[src/rtl/sdram_req_bridge.sv]
// Bridges memory_control request strobes onto an Avalon-MM master port toward an
// SDRAM controller, returning read data and one-cycle completion pulses.
module sdram_req_bridge #(
  parameter int W       = 16,
  parameter int ADDR_W  = 25,
  parameter int TIMEOUT = 64
) (
  input  logic              clk,
  input  logic              rst,
  input  logic              read,
  input  logic [ADDR_W-1:0] readaddress,
  input  logic              write,
  input  logic [ADDR_W-1:0] writeaddress,
  input  logic [W-1:0]      writedata,
  output logic [W-1:0]      readdata,
  output logic              read_ack,
  output logic              write_ack,
  output logic              busy,
  output logic              err,
  output logic [ADDR_W-1:0] avm_address,
  output logic              avm_read,
  output logic              avm_write,
  output logic [W-1:0]      avm_writedata,
  input  logic              avm_waitrequest,
  input  logic [W-1:0]      avm_readdata,
  input  logic              avm_readdatavalid
);

  localparam int SHIFT = $clog2(W);
  localparam int CNT_W = $clog2(TIMEOUT) + 1;
  localparam logic [CNT_W-1:0] CNT_LAST = CNT_W'(TIMEOUT - 1);

  typedef enum logic [1:0] {IDLE, WR_CMD, RD_CMD, RD_WAIT} state_t;

  state_t            state, state_nx;
  logic              read_q, write_q;
  logic              rd_edge, wr_edge;
  logic              rd_pend, wr_pend;
  logic              rd_go, wr_go, accept, rd_done, rd_tmo;
  logic [ADDR_W-1:0] rd_addr, wr_addr, cmd_addr;
  logic [W-1:0]      wr_data, cmd_data;
  logic [CNT_W-1:0]  cnt;

  assign rd_edge = read & ~read_q;
  assign wr_edge = write & ~write_q;

  // A request edge seen in IDLE is launched directly from the inputs,
  // so the command appears on the very next cycle.
  always_comb begin
    state_nx = state;
    rd_go    = 1'b0;
    wr_go    = 1'b0;
    accept   = 1'b0;
    rd_done  = 1'b0;
    rd_tmo   = 1'b0;
    case (state)
      IDLE: begin
        if (wr_pend | wr_edge) begin
          wr_go    = 1'b1;
          state_nx = WR_CMD;
        end else if (rd_pend | rd_edge) begin
          rd_go    = 1'b1;
          state_nx = RD_CMD;
        end
      end
      WR_CMD: begin
        if (!avm_waitrequest) begin
          accept   = 1'b1;
          state_nx = IDLE;
        end
      end
      RD_CMD: begin
        if (!avm_waitrequest) begin
          accept   = 1'b1;
          state_nx = RD_WAIT;
        end
      end
      RD_WAIT: begin
        if (avm_readdatavalid) begin
          rd_done  = 1'b1;
          state_nx = IDLE;
        end else if (cnt == CNT_LAST) begin
          rd_tmo   = 1'b1;
          state_nx = IDLE;
        end
      end
      default: state_nx = IDLE;
    endcase
  end

  // Control: state, edge detectors, pending flags, completion pulses
  always_ff @(posedge clk) begin
    if (rst) begin
      state     <= IDLE;
      read_q    <= 1'b0;
      write_q   <= 1'b0;
      rd_pend   <= 1'b0;
      wr_pend   <= 1'b0;
      cnt       <= '0;
      read_ack  <= 1'b0;
      write_ack <= 1'b0;
      err       <= 1'b0;
      readdata  <= '0;
    end else begin
      state     <= state_nx;
      read_q    <= read;
      write_q   <= write;
      // A pending flag is consumed when its request is loaded into the
      // command stage; an edge arriving later re-arms it.
      rd_pend   <= (rd_pend | rd_edge) & ~rd_go;
      wr_pend   <= (wr_pend | wr_edge) & ~wr_go;
      write_ack <= (state == WR_CMD) & accept;
      read_ack  <= rd_done;
      err       <= rd_tmo;
      if (rd_done)
        readdata <= avm_readdata;
      if ((state == RD_CMD) && accept)
        cnt <= '0;
      else if (state == RD_WAIT)
        cnt <= cnt + 1'b1;
    end
  end

  // Data: request latches and the command snapshot held stable under stall
  always_ff @(posedge clk) begin
    if (rd_edge)
      rd_addr <= readaddress;
    if (wr_edge) begin
      wr_addr <= writeaddress;
      wr_data <= writedata;
    end
    if (wr_go) begin
      cmd_addr <= (wr_edge ? writeaddress : wr_addr) >> SHIFT;
      cmd_data <= wr_edge ? writedata : wr_data;
    end else if (rd_go) begin
      cmd_addr <= (rd_edge ? readaddress : rd_addr) >> SHIFT;
      cmd_data <= '0;
    end
  end

  assign avm_write     = (state == WR_CMD);
  assign avm_read      = (state == RD_CMD);
  assign avm_address   = (avm_write | avm_read) ? cmd_addr : '0;
  assign avm_writedata = avm_write ? cmd_data : '0;
  assign busy          = rd_pend | wr_pend | (state != IDLE);

endmodule

[config.mk]
export PLATFORM = sky130hd
export DESIGN_NAME = sdram_req_bridge
export DESIGN_NICKNAME = d
export VERILOG_FILES = /design/src/rtl/sdram_req_bridge.sv
export SDC_FILE = /design/constraint.sdc
export NUM_CORES = 1
export LEC_CHECK = 0
export CAP_MARGIN = 20
export CORE_MARGIN = 2
export CORE_UTILIZATION = 47
export DETAILED_ROUTE_END_ITERATION = 8
export MAX_ROUTING_LAYER = met4
export PLACE_DENSITY_LB_ADDON = 0.2
export REMOVE_ABC_BUFFERS = 1
export SETUP_SLACK_MARGIN = 0.1
export SYNTH_ARGS = -nofsm -noshare
export SYNTH_HDL_FRONTEND = slang
export SYNTH_SLANG_ARGS = --single-unit
[constraint.sdc]
create_clock -name clk -period 5.7 [get_ports clk]
set_input_delay 1.71 -clock clk [delete_from_list [all_inputs] [get_ports clk]]
set_output_delay 1.71 -clock clk [all_outputs]
set_load 0.01 [all_outputs]
# Yosys cells after proc, flatten, opt, wreduce, memory -nomap -nowiden
# Cells that the tools add are included.
[op_classes] mux=26 magnitude_cmp=0 div_mod_pow=0 shift=0 reduce_logical=8 eq_ne=8 bitwise_logic=15 n_addsub=1 n_mul=0
[ops] cell="2-to-1 mux 16 bit" count=4
[ops] cell="2-to-1 mux 21 bit" count=3
[ops] cell="2-to-1 mux 25 bit" count=2
[ops] cell="2-to-1 mux 2 bit" count=6
[ops] cell="2-to-1 mux 1 bit" count=10
[ops] cell="one-hot mux 2 bit (4 select lines)" count=1
[ops] cell="adder 7 x 1 -> 7 bit, second input constant" count=1
[ops] cell="equality test 7 x 6 -> 1 bit, second input constant" count=1
[ops] cell="inequality test 3 bit, second input constant" count=2
[ops] cell="AND 1 bit" count=5
[ops] cell="inverter 1 bit" count=5
[ops] cell="bitwise OR 1 bit" count=5
[ops] cell="equality test 2 bit, second input constant" count=2
[ops] cell="inequality test 2 bit, second input constant" count=2
[ops] cell="AND reduction 4 bit" count=1
[ops] cell="nonzero test 2 bit" count=2
[ops] cell="OR reduction 2 bit" count=2
[ops] cell="OR reduction 3 bit" count=1
[ops] cell="equality test 2 x 1 -> 1 bit, second input constant" count=1
[ops] cell="zero test 2 bit" count=1
[ops] cell="logical AND 1 bit" count=1
[totals] inputBits=88 mem_bits_ro=0 output_inout_bits=63 latchBits=0 ramBits=0 memories=0 word_cells=75 regBits=135

# Depth between registers and ports, before layout
# Gate-level depths: netlist of run 1.
[logic_depth] depth_word=8 depth_mapped=7 mapped_depth_nobuf=6

# Worst setup path after synthesis of run 1
# No wires, ideal clock.
[synth_path] path_type="input to register" from="input read" to="register cmd_addr[0], enable pin" path_buffers=2 path_slack_ps=356 stages=5 t_required_ps=5212 setup_time_ps=488 t_arrival_ps=4855 path_cell_list="nor2b_4 > buf_6 > buf_8 > nor2_1 > a21boi_0"
[synth_via] elab_chain_len=6
[synth_rtl] element="from (decl)" line="10" text="input logic read,"
[synth_rtl] element="AND 1 bit" line="44" text="assign rd_edge = read & ~read_q;"
[synth_rtl] element="bitwise OR 1 bit" line="61" text="end else if (rd_pend | rd_edge) begin"
[synth_rtl] element="2-to-1 mux 1 bit" line="61"
[synth_rtl] element="2-to-1 mux 1 bit" line="58" text="if (wr_pend | wr_edge) begin"
[synth_rtl] element="2-to-1 mux 1 bit" line="56" text="case (state)"
[synth_rtl] element="nonzero test 2 bit (no line)"
[synth_rtl] element="to (signal assigned)" line="133" text="cmd_addr <= (wr_edge ? writeaddress : wr_addr) >> SHIFT;"
[synth_rtl] element="to (signal assigned)" line="136" text="cmd_addr <= (rd_edge ? readaddress : rd_addr) >> SHIFT;"
[synth_rtl] element="to (decl)" line="40" text="logic [ADDR_W-1:0] rd_addr, wr_addr, cmd_addr;"
# No other way between the ends.
# A chain may end at the register's enable or synchronous reset.

# Final worst setup path of run 1
[layout_path] from="register state[0]" to="output avm_address[16]"
[layout_via] elab_chain_len=3 elab_cells_between_ends=4
[layout_rtl] element="from (decl)" line="35" text="state_t state, state_nx;"
[layout_rtl] element="from (signal assigned)" line="105" text="state <= state_nx;"
[layout_rtl] element="equality test 2 x 1 -> 1 bit / equality test 2 bit (equally long branches)" line="141, 142"
[layout_rtl] element="bitwise OR 1 bit (*)" line="143" text="assign avm_address = (avm_write | avm_read) ? cmd_addr : '0;"
[layout_rtl] element="2-to-1 mux 21 bit (*)" line="143"
[layout_rtl] element="to (decl)" line="20" text="output logic [ADDR_W-1:0] avm_address,"
# Mark *: on every way between the ends. The rest lies on a longest branch, timed or not.

==> results by group, run 1 <==
Status
  • Run status: finished clean

Finish
  • Filler Cell Count: slightly below 800
  • Commonest non-fill, non-tap cells in the layout: clkdlybuf4s50_1 (138), dfxtp_1 (90), mux2_2 (44)
  • Area of the multi-input gates: around 2000 µm²
  • Ant diodes: 0
  • Fin area: between 7000 and 8000 µm²
  • Nets@finish: between 600 and 700
  • Most common cell after layout, fill and taps aside: clkdlybuf4s50_1
  • Syn-to-layout area delta: 39.0%
  • Register area: 2910 µm²
  • Share of layout cells above drive strength 1: approximately 22%

Floorplanning
  • Core area: roughly 10000 µm²
  • Num ports: around 150
  • Effective utilization at floorplan: 48.8%
  • Die width: between 100 and 150 µm
  • Die area: approximately 12000 µm²
  • Std-Cell Rows: 37
  • Chip height: about 110 µm

Synth
  • Synthesized instance count: 394
  • Compound-Gate Fraction of Synth Area: approximately 4.0%
  • Post-synth EDFFs: 37
  • Cell area after synthesis: about 5100 µm²
  • Mapped Avg Cell Area: 12.9 µm²
  • Post-synthesis mux area share: between 20% and 30%
  • Top FF cell, synth: dfxtp_1
  • Simple logic cell fraction of the synthesized area: between 10 and 15%
  • Ys async rst share: 0%
  • Synth unique cells: 38
  • Register area share after synthesis: a little under three fifths
  • Synth Area in XOR/XNOR: less than 1%
  • Ys Warns: 0
  • Synth Register Bits: between 100 and 150
  • Largest family of logic cells by synthesized area: multiplexers
  • Post-Synth Adder-Cell Area: between 1 and 1.5%

Power and ir drop
  • Int Power: between 2 and 2.5 mW
  • Psw: 0.891 mW
  • P_leak: around 2.7 nW
  • Comb pwr share: between 30% and 40%
  • Clock power share: 31.4%
  • Seq pwr share: between 30% and 40%
  • Sw Share: ~27%
  • Worst vdd ir: 320 µV
  • Pwr dens: approximately 460 nW/µm²

CTS
  • TritonCTS clock tree: built
  • Clock root buffer: clkbuf_8
  • Worst-Skew Late Latency: 0.52 ns
  • H-tree depth: 4
  • Resized Gates After CTS: 0
  • Clk sinks: about 130
  • Clock buffer depth: 2
  • Clock slew at reported path FFs: around 0.050 ns
  • Post-CTS Hold Buffers: 0
  • CTS Buf Count: 17
  • Total setup buffers inserted after CTS: 0

Critical path
  • Worst setup SP type: flop
  • CP endpoint kind: output pin
  • Req. time, crit path: approximately 4.0 ns
  • Type of the worst setup path: reg2out
  • Critical path peak fanout: 22
  • Critical path arrival: ~2.5 ns

Drt
  • Drt total wl: about 11000 µm
  • Antenna violation net count after detailed routing: 0
  • Via count: between 3000 and 4000
  • Wire per inst: approximately 16 µm
  • DRT Pass-1 Iters: 4
  • DRC viols: 0
  • Initial DRC Count: approximately 130
  • Via density per instance: just under 5

Global routing
  • First-pass GRT wire length: about 16000 µm
  • GR Util All Layers: between 10% and 20%
  • Total gr overflow: 0
  • Largest net degree at the start of global routing: 27
  • Initial antenna violation count: 0
  • Vias in the first global route: about 3500

Timing
  • Rel. slew slack: a little under a third
  • FMAX: 0.236 GHz
  • Layout Skew: around 0.005 ns
  • Final setup vio count: 0
  • Final hold violations: 0
  • RSZ-0062 raised after global routing: false
  • Final max-slew violation count: 0
  • Tmin final: between 4 and 5 ns
  • Hold_ws: around 0.45 ns
  • Fin crit share: between 70% and 80%
  • Tightest Pin Transition: ~1.0 ns

Placed design
  • GPL Wtd Cong: ~0.75
  • IO buf count: between 100 and 150
  • Placed Area: 6490 µm²
  • Hpwl dp: between 7000 and 8000 µm

Flow run
  • Max cap viols: 0

Min path
  • Hold Crit Class: reg2reg
[sequential cells by signal, summed over array words and instances (netlist names)]
signal     count
wr_addr       21
read_q         1
state          2
err            1
readdata      16
rd_pend        1
rd_addr       21
cmd_addr      21
cmd_data      16
read_ack       1
wr_pend        1
write_q        1
cnt            7
write_ack      1
wr_data       16
[synth_stat cells (3+ instances only)]
master     n  area share (%)
dfxtp_1   90              35
mux2_2    44             9.7
and2_1    38             4.7
edfxtp_1  37              22
nand2_1   37             2.7
mux2_4    35              10
a21oi_1   19             1.9
nor2b_1   18             2.2
buf_6      8             1.8
clkbuf_1   8            0.59
nor2_1     8            0.59
ha_1       5             1.2
o21ai_0    5            0.49
buf_4      4            0.59
inv_1      4            0.30
buf_2      3            0.30
or3_1      3            0.37
xor2_1     3            0.52
[final timing paths]
path	from	to	slack, ns	depth (start not counted)
setup / recovery	state[0]	avm_address[16]	1.47	4
hold reg to reg	readdata[13]	readdata[13]	0.45	2
hold / removal	readdata[13]	readdata[13]	0.45	2
setup reg to reg	write_q	cmd_data[14]	3.24	4
[per-layer routing]
| layer | track usage [%] | part of all wire, % |
|---|---|---|
| met1 | 20.2 | 42 |
| met2 | 33.0 | 50 |
| met3 | 7.41 | 6.8 |
| met4 | 8.15 | 1.8 |
| met5 | - | 0 |
[power groups by stage]
stage,Combinational (mW),Clock (mW),Sequential [mW]
after floorplan,0.528,0,1.26
after global placement,0.992,0,1.25
after detailed placement,1.00,0,1.26
after CTS,1.02,1.05,1.25
after global routing,1.07,1.09,1.26
final,0.998,1.03,1.24
[metrics by stage]
step	std cells	setup slack, ns	total power, mW	util, %	TNS, ns
6_report	681	1.47	3.27	67.8	0
5_1_grt	681	1.32	3.43	67.8	0
4_1_cts	681	1.38	3.31	67.8	0
3_5_place_dp	650	1.25	2.27	62.3	0
3_3_place_gp	650	1.27	2.25	62.3	0
2_1_floorplan	372	-0.285	1.79	-	-10.53
[area by class of cell]
| class | instances | share of cell area [%] |
|---|---|---|
| sequential | 127 | 41.2 |
| multi-input combinational | 241 | 28.1 |
| timing repair buffer | 142 | 20.0 |
| clock buffer | 21 | 6.50 |
| tap | 136 | 2.41 |
| clock inverter | 10 | 1.59 |
| inverter | 4 | 0.213 |
[worst max-delay path: stages, from the launching register on]
cell and delay (ns):
dfxtp_1 0.38, inv_1 0.08, ha_1 0.73, and2_1 0.27, clkdlybuf4s50_1 0.54
[kinds of logic (layout without fill, tap and decap cells)]
| family | count (synthesis) | in the layout |
|---|---|---|
| DFF | 127 | 127 |
| xor gates and xnor gates | 4 | 4 |
| muxes | 80 | 80 |
| adders and majority gates | 5 | 5 |
| other | 1 | 4 |
| buffers and inverters | 29 | 177 |
| AOI/OAI and AO/OA | 33 | 33 |
| and+or+nand+nor | 115 | 115 |
(Power assumes the default switching activity.)
==> run 2, diff against run 1 <==
CORE_UTILIZATION = 43   (was 47)
clock period = 3.7 ns   (was 5.7 ns; I/O delays follow)
==> results by group, run 2 (synthesis gave the netlist of run 1 again) <==
Status
  • Run status: finished clean

Power and ir drop
  • Seq pwr share: 38.4% (+0.3 points)
  • Comb pwr share: 31.5% (+1.0 points)
  • Pwr dens: 703 nW/µm² (+52%)
  • Worst vdd ir: 364 µV (+14%)
  • Sw Share: 27.2% (-0.086 points)
  • Clock power share: 30.1% (-1.3 points)
  • P_leak: 2.75 nW (+0.87%)
  • Psw: 1.36 mW (+52%)
  • Int Power: 3.64 mW (+53%)

Finish
  • Top flop regs: cmd_addr (21), rd_addr (21), wr_addr (21)
  • Ant diodes: 0 (unchanged)
  • Nets@finish: 630 (+0.64%)
  • Fin area: 7110 µm² (+0.58%)
  • Final Core Density: 62.0% (-5.9 points)
  • Share of layout cells above drive strength 1: 22.0% (about the same)
  • Final Non-Filler Cells: 693 (+1.8%)
  • Most common cell after layout, fill and taps aside: clkdlybuf4s50_1
  • Filler Cell Count: 951 (+23%)
  • Syn-to-layout area delta: 39.8%
  • Commonest non-fill, non-tap cells in the layout: clkdlybuf4s50_1 (138), dfxtp_1 (90), mux2_2 (44)

Critical path
  • Worst setup SP type: flop
  • Req. time, crit path: 2.59 ns (-1.40 ns)
  • Type of the worst setup path: reg2out
  • Critical path arrival: 2.16 ns (-0.36 ns)
  • CP endpoint kind: output pin
  • Critical path peak fanout: 21 (-4.5%)

Placed design
  • IO buf count: 138 (unchanged)
  • Pre-CTS WS: 0.641 ns (-0.611 ns)
  • Placed Area: 6570 µm² (+1.2%)
  • Post-Place Cells: 661 (+1.7%)
  • GPL Wtd Cong: 0.777 (+3.2%)
  • Hpwl dp: 6930 µm (-2.2%)

Timing
  • Fin crit share: 88.5%
  • Tmin final: ~3.3 ns
  • RSZ-0062 raised after global routing: false
  • FMAX: 0.305 GHz
  • Hold_ws: 0.457 ns (+0.00285 ns)
  • Layout Skew: 0.00455 ns (-0.000377 ns)
  • Tightest Pin Transition: 0.586 ns (-0.448 ns)
  • Final WS setup: 0.426 ns (-1.04 ns)
  • Rel. slew slack: 60.9% (+30 points)
  • Final hold violations: 0 (unchanged)
  • Final max-slew violation count: 0 (unchanged)
  • Final setup vio count: 0 (unchanged)

Floorplanning
  • Num ports: 151 (unchanged)
  • Core area: 11500 µm² (+10%)
  • Std-Cell Rows: 39 (+5.4%)
  • Die width: 113 µm (+4.4%)
  • Effective utilization at floorplan: 44.3% (-4.5 points)
  • Die area: 12700 µm² (+8.9%)
  • Chip height: 113 µm (+4.4%)

Drt
  • DRC viols: 0 (unchanged)
  • Wire per inst: 15.0 µm (-3.5%)
  • Via count: 3337 (+0.30%)
  • Drt total wl: 10400 µm (-1.8%)
  • Initial DRC Count: 118 (-9.9%)
  • Antenna violation net count after detailed routing: 0 (unchanged)
  • DRT Pass-1 Iters: 4 (unchanged)
  • Via density per instance: 4.82 (-1.4%)

CTS
  • H-tree depth: 4 (unchanged)
  • Total setup buffers inserted after CTS: 0 (unchanged)
  • Clock root buffer: clkbuf_16
  • Clock buffer depth: 2 (unchanged)
  • Worst-Skew Late Latency: 0.41 ns (-0.11 ns)
  • Post-CTS Hold Buffers: 0 (unchanged)
  • Clock slew at reported path FFs: 0.05 ns (about the same)
  • Resized Gates After CTS: 0 (unchanged)
  • TritonCTS clock tree: built
  • Clk sinks: 127 (unchanged)
  • CTS Buf Count: 17 (unchanged)

Flow run
  • Max cap viols: 0 (unchanged)

Global routing
  • Total gr overflow: 0 (unchanged)
  • GR Util All Layers: 17.9% (-1.5 points)
  • Initial antenna violation count: 0 (unchanged)
  • First-pass GRT wire length: 17200 µm (+5.3%)
  • Largest net degree at the start of global routing: 38 (+41%)
  • Vias in the first global route: 3524 (+1.8%)

Min path
  • Hold Crit Class: reg2reg
run 2: changes by cell type in the layout (fill, tap and decap cells not counted):
| cell | change |
|---|---|
| buf_4 | +1 |
| clkbuf_1 | +4 |
| clkinvlp_4 | -2 |
| clkinv_4 | -2 |
| clkbuf_8 | -2 |
| clkinv_2 | +3 |
| clkbuf_16 | +1 |
| bufinv_16 | -1 |
| buf_12 | +3 |
run 2: stage by stage:
| step | total power [mW] | setup TNS [ns] |
|---|---|---|
| after global routing | 5.25 | 0 |
| final | 5.00 | 0 |
| after floorplan | 2.76 | -62.33 |
| after global placement | 3.50 | 0 |
| after CTS | 5.07 | 0 |
| after detailed placement | 3.54 | 0 |
run 2: cell type report:
class	instances	area, µm²	share of cell area (%)
clock buffer	24	472	6.64
clock inverter	8	65.1	0.915
inverter	4	15.0	0.211
multi-input combinational	241	1980	27.9
sequential	127	2910	41.0
tap	143	179	2.52
timing repair buffer	146	1480	20.8
run 2: worst paths after layout:
| check | start | end | slack [ns] | cells past startpoint |
|---|---|---|---|---|
| worst max register to register | state[1] | state[0] | 1.79 | 6 |
| worst min register to register | readdata[2] | readdata[2] | 0.46 | 2 |
| worst min-delay path | readdata[2] | readdata[2] | 0.46 | 2 |
| worst max-delay path | state[0] | avm_address[19] | 0.43 | 5 |
run 2: layer usage:
metal / share of wire [%] / track usage, % / vias to the layer above
li1: - / - / 1634
met1: 45 / 21.4 / 1574
met2: 46 / 27.6 / 115
met3: 8.0 / 6.59 / 14
met4: 1.6 / 7.32 / 0
met5: 0 / - / -
run 2: critical path: stages (launching register included):
cell and delay, ns:
dfxtp_1 0.38, inv_1 0.08, ha_1 0.30, buf_4 0.24, and2_1 0.20, clkdlybuf4s50_1 0.55
run 2: power groups by stage:
| stage | logic (mW) | clock network, mW | registers [mW] |
|---|---|---|---|
| 2_1_floorplan | 0.813 | 0 | 1.94 |
| 3_3_place_gp | 1.57 | 0 | 1.93 |
| 3_5_place_dp | 1.59 | 0 | 1.94 |
| 4_1_cts | 1.60 | 1.54 | 1.92 |
| 5_1_grt | 1.70 | 1.60 | 1.95 |
| 6_report | 1.57 | 1.50 | 1.92 |
==> run 3, diff against run 2 <==
PLACE_DENSITY = 0.86   (was unset)
PLACE_DENSITY_LB_ADDON = unset   (was 0.2)
==> results by group, run 3 (synthesis gave the netlist of run 1 again) <==
Power and ir drop
  • Int Power: 3.80 mW (+4.4%)
  • Worst vdd ir: 384 µV (+5.5%)
  • Psw: 1.35 mW (-0.45%)
  • Pwr dens: 721 nW/µm² (+2.6%)
  • Sw Share: 26.3% (-0.93 points)
  • P_leak: 2.76 nW (+0.41%)
  • Clock power share: 32.1% (+2.0 points)
  • Comb pwr share: 30.7% (-0.8 points)
  • Total power: 5.15 mW (+3.1%)
  • Seq pwr share: 37.2% (-1.2 points)

CTS
  • Clock root buffer: clkbuf_16
  • Worst-Skew Late Latency: 0.41 ns (about the same)
  • Post-CTS Hold Buffers: 0 (unchanged)
  • CTS Buf Count: 17 (unchanged)
  • Resized Gates After CTS: 0 (unchanged)
  • H-tree depth: 4 (unchanged)
  • Total setup buffers inserted after CTS: 0 (unchanged)
  • Clk sinks: 127 (unchanged)
  • Clock buffer depth: 2 (unchanged)
  • TritonCTS clock tree: built
  • Clock slew at reported path FFs: 0.05 ns (about the same)

Floorplanning
  • Effective utilization at floorplan: 44.3% (unchanged)
  • Core area: 11500 µm² (unchanged)
  • Die width: 113 µm (unchanged)
  • Chip height: 113 µm (unchanged)
  • Die area: 12700 µm² (unchanged)
  • Std-Cell Rows: 39 (unchanged)
  • Num ports: 151 (unchanged)

Finish
  • Syn-to-layout area delta: 40.4%
  • Top flop regs: cmd_addr (21), rd_addr (21), wr_addr (21)
  • Nets@finish: 630 (unchanged)
  • Share of layout cells above drive strength 1: 21.8% (-0.18 points)
  • Most common cell after layout, fill and taps aside: clkdlybuf4s50_1
  • Ant diodes: 0 (unchanged)
  • Commonest non-fill, non-tap cells in the layout: clkdlybuf4s50_1 (138), dfxtp_1 (90), mux2_2 (44)
  • Fin area: 7140 µm² (+0.48%)

Timing
  • Fin crit share: 90.5% (+2.0 points)
  • Tmin final: 3.35 ns (+0.0746 ns)
  • Tightest Pin Transition: 0.588 ns (+0.00200 ns)
  • FMAX: 0.299 GHz (-2.2%)
  • Final setup vio count: 0 (unchanged)
  • Final max-slew violation count: 0 (unchanged)
  • Layout Skew: 0.00860 ns (+0.00405 ns)
  • Final WS setup: 0.351 ns (-0.0746 ns)
  • Final hold violations: 0 (unchanged)
  • RSZ-0062 raised after global routing: false
  • Rel. slew slack: 60.8% (-0.13 points)

Placed design
  • Pre-CTS WS: 0.544 ns (-0.0963 ns)
  • Placed Area: 6550 µm² (-0.38%)
  • Hpwl dp: 7290 µm (+5.2%)
  • IO buf count: 138 (unchanged)
  • GPL Wtd Cong: 0.785 (+1.1%)

Min path
  • Worst hold start: readdata[13]
  • Hold Crit Class: reg2reg
  • Hold Crit Depth: 2 (unchanged)

Status
  • Run status: finished clean

Critical path
  • CP endpoint kind: output pin
  • Type of the worst setup path: reg2out
  • Critical path arrival: 2.24 ns (+0.08 ns)
  • Critical path peak fanout: 12 (-43%)
  • R2R Path Start: state[1]
  • Worst setup SP type: flop
  • Setup crit start: state[1]
  • R2R depth: 6 (unchanged)
  • Req. time, crit path: 2.59 ns (about the same)

Drt
  • Initial DRC Count: 126 (+6.8%)
  • DRT Pass-1 Iters: 4 (unchanged)
  • Wire per inst: 15.4 µm (+2.6%)
  • Drt total wl: 10700 µm (+2.6%)
  • Antenna violation net count after detailed routing: 0 (unchanged)
  • DRC viols: 0 (unchanged)
  • Via density per instance: 4.77 (-1.0%)
  • Via count: 3303 (-1.0%)

Global routing
  • Total gr overflow: 0 (unchanged)
  • First-pass GRT wire length: 17000 µm (-1.2%)
  • GR Util All Layers: 17.8% (-0.13 points)
  • Largest net degree at the start of global routing: 38 (unchanged)
  • Initial antenna violation count: 0 (unchanged)
  • Vias in the first global route: 3565 (+1.2%)

Flow run
  • Max cap viols: 0 (unchanged)
## run 3: worst max-delay path, stage by stage (launching register included)
cell             delay [ns]
dfxtp_1                0.36
inv_1                  0.09
ha_2                   0.44
buf_4                  0.23
and2_1                 0.16
clkdlybuf4s50_1        0.56
## run 3: final cells by class
cell class	count	area [µm²]
timing repair buffer	146	1450
clock inverter	7	108
inverter	4	15.0
fill	891	4330
multi-input combinational	241	1990
sequential	127	2910
clock buffer	25	485
tap	143	179
## run 3: routing by layer
layer,global-route usage [%],vias to the layer above,part of all wire [%]
li1,-,1625,-
met1,18.6,1549,41
met2,30.7,119,51
met3,6.86,10,6.9
met4,6.42,0,0.94
met5,-,-,0
## run 3: worst paths after layout
kind | to | slack [ns]
worst max-delay path | avm_address[14] | 0.35
worst min-delay path | readdata[13] | 0.45
worst max register to register | state[0] | 1.82
worst min register to register | readdata[13] | 0.45
## run 3: stage by stage
stage               cells  TNS (ns)  util [%]  hold WS [ns]
detailed placement    661         0      57.1         0.449
floorplan             372    -62.33         -         0.444
global route          693         0      62.3         0.470
finish                693         0      62.3         0.454
CTS                   693         0      62.2         0.456
global placement      661         0      57.1         0.444
## run 3: power groups by stage
stage / sequential, mW / combinational, mW / clock, mW
global route: 1.95 / 1.71 / 1.74
finish: 1.92 / 1.58 / 1.65
global placement: 1.93 / 1.56 / 0
floorplan: 1.94 / 0.813 / 0
detailed placement: 1.94 / 1.60 / 0
CTS: 1.92 / 1.61 / 1.69
